$ cat src/rtl/ps2_rx_ctrl.sv
// PS/2 receive controller: synchronizes the pins, deframes start/8 data/odd parity/stop,
// and presents good bytes through a one-deep valid/ready output register.
module ps2_rx_ctrl #(
    parameter int TIMEOUT_CYC = 50000,
    parameter int SYNC_STAGES = 2
) (
    input  logic       clk,
    input  logic       reset_n,
    input  logic       ps2_clk,
    input  logic       ps2_data,
    input  logic       rd_ready,
    output logic [7:0] code,
    output logic       code_valid,
    output logic       parity_err,
    output logic       frame_err,
    output logic       overrun,
    output logic       busy
);

    localparam int TW = (TIMEOUT_CYC > 2) ? $clog2(TIMEOUT_CYC) : 1;
    localparam logic [TW-1:0] TMAX = TW'(TIMEOUT_CYC - 1);

    typedef enum logic [1:0] {IDLE, DATA, PAR, STOP} state_t;

    state_t                 state, state_n;
    logic [SYNC_STAGES-1:0] clk_sync, data_sync;
    logic                   prev_clk;
    logic                   sync_clk, sample, fall;
    logic [2:0]             bitcnt, bitcnt_n;
    logic                   parity, parity_n;
    logic [7:0]             shreg, shreg_n, rev;
    logic [TW-1:0]          tcnt, tcnt_n;
    logic                   perr_n, ferr_n, deliver_n, deliver_q;

    assign sync_clk = clk_sync[SYNC_STAGES-1];
    assign sample   = data_sync[SYNC_STAGES-1];
    assign fall     = prev_clk & ~sync_clk;
    assign busy     = (state != IDLE);

    // Synchronizers and edge flop reset high to match the idle bus, so reset release is not an edge.
    always_ff @(posedge clk or negedge reset_n) begin
        if (!reset_n) begin
            clk_sync  <= '1;
            data_sync <= '1;
            prev_clk  <= 1'b1;
        end else begin
            // NOTE: non-blocking assignments let every flop sample pre-edge values, forming a true shift chain.
            clk_sync  <= {clk_sync[SYNC_STAGES-2:0], ps2_clk};
            data_sync <= {data_sync[SYNC_STAGES-2:0], ps2_data};
            prev_clk  <= sync_clk;
        end
    end

    always_ff @(posedge clk or negedge reset_n) begin
        if (!reset_n) begin
            state      <= IDLE;
            bitcnt     <= '0;
            parity     <= 1'b0;
            shreg      <= '0;
            tcnt       <= '0;
            parity_err <= 1'b0;
            frame_err  <= 1'b0;
            deliver_q  <= 1'b0;
        end else begin
            state      <= state_n;
            bitcnt     <= bitcnt_n;
            parity     <= parity_n;
            shreg      <= shreg_n;
            tcnt       <= tcnt_n;
            parity_err <= perr_n;
            frame_err  <= ferr_n;
            deliver_q  <= deliver_n;
        end
    end

    always_comb begin
        // NOTE: every signal gets a default first so no path through the case infers a latch.
        state_n   = state;
        bitcnt_n  = bitcnt;
        parity_n  = parity;
        shreg_n   = shreg;
        tcnt_n    = (fall || state == IDLE) ? '0 : tcnt + 1'b1;
        perr_n    = 1'b0;
        ferr_n    = 1'b0;
        deliver_n = 1'b0;

        case (state)
            IDLE: if (fall && !sample) begin
                state_n  = DATA;
                bitcnt_n = '0;
                parity_n = 1'b0;
            end
            DATA: if (fall) begin
                shreg_n  = {shreg[6:0], sample};
                parity_n = parity ^ sample;
                bitcnt_n = bitcnt + 1'b1;
                if (bitcnt == 3'd7) state_n = PAR;
            end
            PAR: if (fall) begin
                parity_n = parity ^ sample;
                state_n  = STOP;
            end
            STOP: if (fall) begin
                state_n = IDLE;
                if (!sample)      ferr_n    = 1'b1;
                else if (!parity) perr_n    = 1'b1;
                else              deliver_n = 1'b1;
            end
            default: state_n = IDLE;
        endcase

        // A stalled bus mid-frame abandons the partial byte.
        if (state != IDLE && !fall && tcnt == TMAX) begin
            state_n = IDLE;
            ferr_n  = 1'b1;
        end
    end

    // First wire bit lands in shreg[7] after eight left shifts.
    always_comb begin
        rev = '0;
        for (int i = 0; i < 8; i++) rev[i] = shreg[7-i];
    end

    always_ff @(posedge clk or negedge reset_n) begin
        if (!reset_n) begin
            code       <= '0;
            code_valid <= 1'b0;
            overrun    <= 1'b0;
        end else begin
            overrun <= 1'b0;
            if (deliver_q) begin
                if (!code_valid || rd_ready) begin
                    code       <= rev;
                    code_valid <= 1'b1;
                end else begin
                    overrun <= 1'b1;
                end
            end else if (code_valid && rd_ready) begin
                code_valid <= 1'b0;
            end
        end
    end

endmodule

$ cat config.mk
export PLATFORM = sky130hd
export DESIGN_NAME = ps2_rx_ctrl
export DESIGN_NICKNAME = d
export VERILOG_FILES = /design/src/rtl/ps2_rx_ctrl.sv
export SDC_FILE = /design/constraint.sdc
export NUM_CORES = 1
export LEC_CHECK = 0
export CAP_MARGIN = 20
export CORE_ASPECT_RATIO = 0.75
export CORE_UTILIZATION = 35
export DETAILED_ROUTE_END_ITERATION = 12
export GPL_TIMING_DRIVEN = 0
export PLACE_DENSITY = 0.56
export SLEW_MARGIN = 5
export SYNTH_ARGS = -nofsm -noshare
export SYNTH_HDL_FRONTEND = slang
export SYNTH_SLANG_ARGS = --single-unit
$ cat constraint.sdc
create_clock -name clk -period 3.9 [get_ports clk]
set_input_delay 0.78 -clock clk [delete_from_list [all_inputs] [get_ports clk]]
set_output_delay 0.78 -clock clk [all_outputs]
set_load 0.01 [all_outputs]
==> summary.md <==
| Metric | Value |
|---|---|
| Synth-to-layout area growth | `19.74%` |
| CTS sink count | `48` |
| HP Class | `primary input to asynchronous set/reset pin` |
| Die area | `6180 µm²` |
| Maximum number of pins on one net before global-route repair | `41` |
| Critical Path RT | `3120 ps` |
| CP Launch Point | `state[0]$_DFFE_PN0P_` |
| Wire length on met2 | `1728 µm` |
| Met1 WL | `1742 µm` |
| CTS max path bufs | `2` |
| Clk root buf | `clkbuf_8` |
| Placer congestion estimate | `0.7809` |
| CTS tree | `built` |
| EDFF count, synth | `0` |
| Commonest cells after routing, fill and taps aside | `43 x dfrtp_1, 21 x nor2_1, 16 x mux2_1, 16 x clkdlybuf4s50_1, 12 x nand2_1` |
| Vias in the first global route | `1418` |
| First DRT Iteration DRCs | `49` |
| Syn_nets | `184` |
| Post-CTS Setup Repair Bufs | `0` |
| Clock transition at path regs | `80 ps` |
| Setup CP Type | `flop to output port` |
| Fillers | `514` |
| Crit path DAT | `1730 ps` |
| Cell row count | `23` |
| Htree depth | `2` |
| Via count | `1304` |
| Final period util | `64.34%` |
| # setup viols final | `0` |
| Seq/Total Area, Yosys | `58.81%` |
| Syn Inst Count | `169` |
| GRT overflow | `0` |
| Worst relative slew slack | `66.23%` |
| Max cap viols | `0` |
| NumNets Final | `209` |
| I/O Pins | `18` |
| Most common cell after layout, fill and taps aside | `dfrtp_1` |
| Top layer in use | `met4` |
| Vias/cell | `4.830` |
| Final ANT Viol Nets | `0` |
| First-pass GRT wire length | `6472 µm` |
| Sw Ratio | `29.64%` |
| Core area | `5497 µm²` |
| Setup TNS | `0 ps` |
| Antenna violations before repair | `0` |
| Combinational share of power | `25.1%` |
| Type of element launching the critical path | `flop` |
| Count of different cell masters after synthesis | `28` |
| Die W | `90.44 µm` |
| Hpwl dp | `2665 µm` |
| Mapped Area | `2053 µm²` |
| Top FF cell, synth | `dfrtp_1` |
| Outcome | `complete, no violations` |
| Clk_skew | `10.06 ps` |
| Reg2Reg Launch Point | `state[0]$_DFFE_PN0P_` |
| Synth area leaders | `dfrtp_1 52%, mux2_1 8.8%, dfstp_2 6.4%` |
| P_sw | `0.0004085 W` |
| Tightest Pin Transition | `506.5 ps` |
| DRC viols | `0` |
| Routed WL | `3630 µm` |
| Met3 Routed Length | `113 µm` |
| Power density over the cells | `560.6 nW/µm²` |
| Initial Util | `37.35%` |
| Worst setup EP type | `output port` |
| Die Y | `68.33 µm` |
| Worst IR Drop VDD | `0.2293 mV` |
| Power share of the clock group | `27.7%` |
| Synthesized area per cell | `12.15 µm²` |
| Hold-fix buffers, CTS | `0` |
| Synth area leader | `dfrtp_1` |
| Internal Pwr Total | `0.0009699 W` |
| CTS resizes | `0` |
| Reg power frac | `47.2%` |
| Synthesized flop and latch total | `48` |
| N_diodes | `0` |
| DR WL/cell | `13.44 µm` |
| Total track usage | `13.68%` |
| Layout cells sized above 1 | `9.231%` |
| Min cycle time layout | `2509 ps` |
| Worst skew pair latency | `290 ps` |
| Fmax | `0.3985 GHz` |
| Share of the synthesized area in the top cell type | `52.41%` |
| Final hold slack | `329.5 ps` |
| Hold Fails Final Rpt | `0` |
| Critical-path maximum fanout | `5` |
| 1st-pass router iterations | `4` |
| CTS Buf Count | `5` |
| Async set-reset flop share out of synthesis | `100.0%` |
| Slew Viols, Final | `0` |
| Static leakage | `1.125 nW` |
| IO Port Bufs | `17` |
| RSZ-0062 raised after global routing | `false` |
| Synth Warn # | `0` |
-- Yosys cell counts, types with 3 or more instances --
| cell | n |
|---|---|
| a32o_1 | 3 |
| and3_1 | 4 |
| dfrtp_1 | 43 |
| dfstp_2 | 5 |
| ha_1 | 10 |
| inv_1 | 6 |
| mux2_1 | 16 |
| nand2_1 | 12 |
| nand3_1 | 6 |
| nand4_1 | 5 |
| nor2_1 | 21 |
| o21ai_1 | 6 |
| xnor2_1 | 5 |
| xor2_1 | 8 |
-- worst max-delay path, stage by stage (launching register included) --
cell and delay, ps:
dfrtp_1 410, inv_1 120, ha_1 290, inv_2 90, clkdlybuf4s50_1 530
-- layout make-up --
type | instances | area, µm² | area share, %
Sequential cell | 48 | 1207 | 49.11
Multi-Input combinational cell | 113 | 815.8 | 33.18
Timing Repair Buffer | 18 | 185.2 | 7.532
Clock buffer | 7 | 96.34 | 3.919
Tap cell | 75 | 93.84 | 3.817
Clock inverter | 1 | 30.03 | 1.221
Inverter | 7 | 26.28 | 1.069
Buffer | 1 | 3.754 | 0.1527
-- path summary, 6_finish.rpt --
| path | to | slack [ps] | depth (start not counted) |
|---|---|---|---|
| setup / recovery | busy | 1390 | 4 |
| hold / removal | shreg[1]$_DFFE_PN0P_ | 330 | 1 |
| setup reg to reg | state[0]$_DFFE_PN0P_ | 1850 | 7 |
| hold reg to reg | data_sync[1]$_DFF_PN1_ | 360 | 0 |
| max in group asynchronous | clk_sync[1]$_DFF_PN1_ | 3050 | 2 |
| min in group clk | data_sync[1]$_DFF_PN1_ | 360 | 0 |
-- cells by family after synthesis --
group	share of synthesized area, %
AO/OA/AOI/OAI	5.118
XOR/XNOR	5.545
adder cells (fa/ha/maj)	6.094
buffers and inverters	1.462
flip-flops	58.81
multiplexers	8.775
AND/OR/NAND/NOR	14.20
-- state kept, by name, indices dropped and copies added, names as in the netlist --
signal and cells:
bitcnt 3, clk_sync 2, code 8, code_valid 1, data_sync 2, deliver_q 1, frame_err 1, overrun 1
parity 1, parity_err 1, prev_clk 1, shreg 8, state 2, tcnt 16
-- power groups by stage --
| stage | logic (W) | registers, W | clock network, W |
|---|---|---|---|
| after floorplan | 0.000226 | 0.000648 | 0 |
| after global placement | 0.000320 | 0.000652 | 0 |
| after detailed placement | 0.000349 | 0.000661 | 0 |
| after CTS | 0.000350 | 0.000652 | 0.000397 |
| after global routing | 0.000394 | 0.000663 | 0.000419 |
| final | 0.000346 | 0.000650 | 0.000382 |
-- per-stage QoR --
step / total power (W) / setup slack (ps) / util (%) / cell area (µm²) / std cells
after global routing: 0.001476 / 1300 / 44.73 / 2459 / 270
after detailed placement: 0.001010 / 1709 / 42.43 / 2332 / 262
after global placement: 0.0009719 / 841.1 / 42.16 / 2317 / 261
after floorplan: 0.0008743 / 2083 / - / 2053 / 169
final: 0.001378 / 1391 / 44.73 / 2459 / 270
after CTS: 0.001399 / 1374 / 44.73 / 2459 / 270
-- metal layers --
metal,global-route usage (%),vias up
met5,0,-
met4,5.040,0
met3,3.111,4
met2,23.28,25
met1,17.44,645
li1,-,630
(Power assumes the default switching activity.)
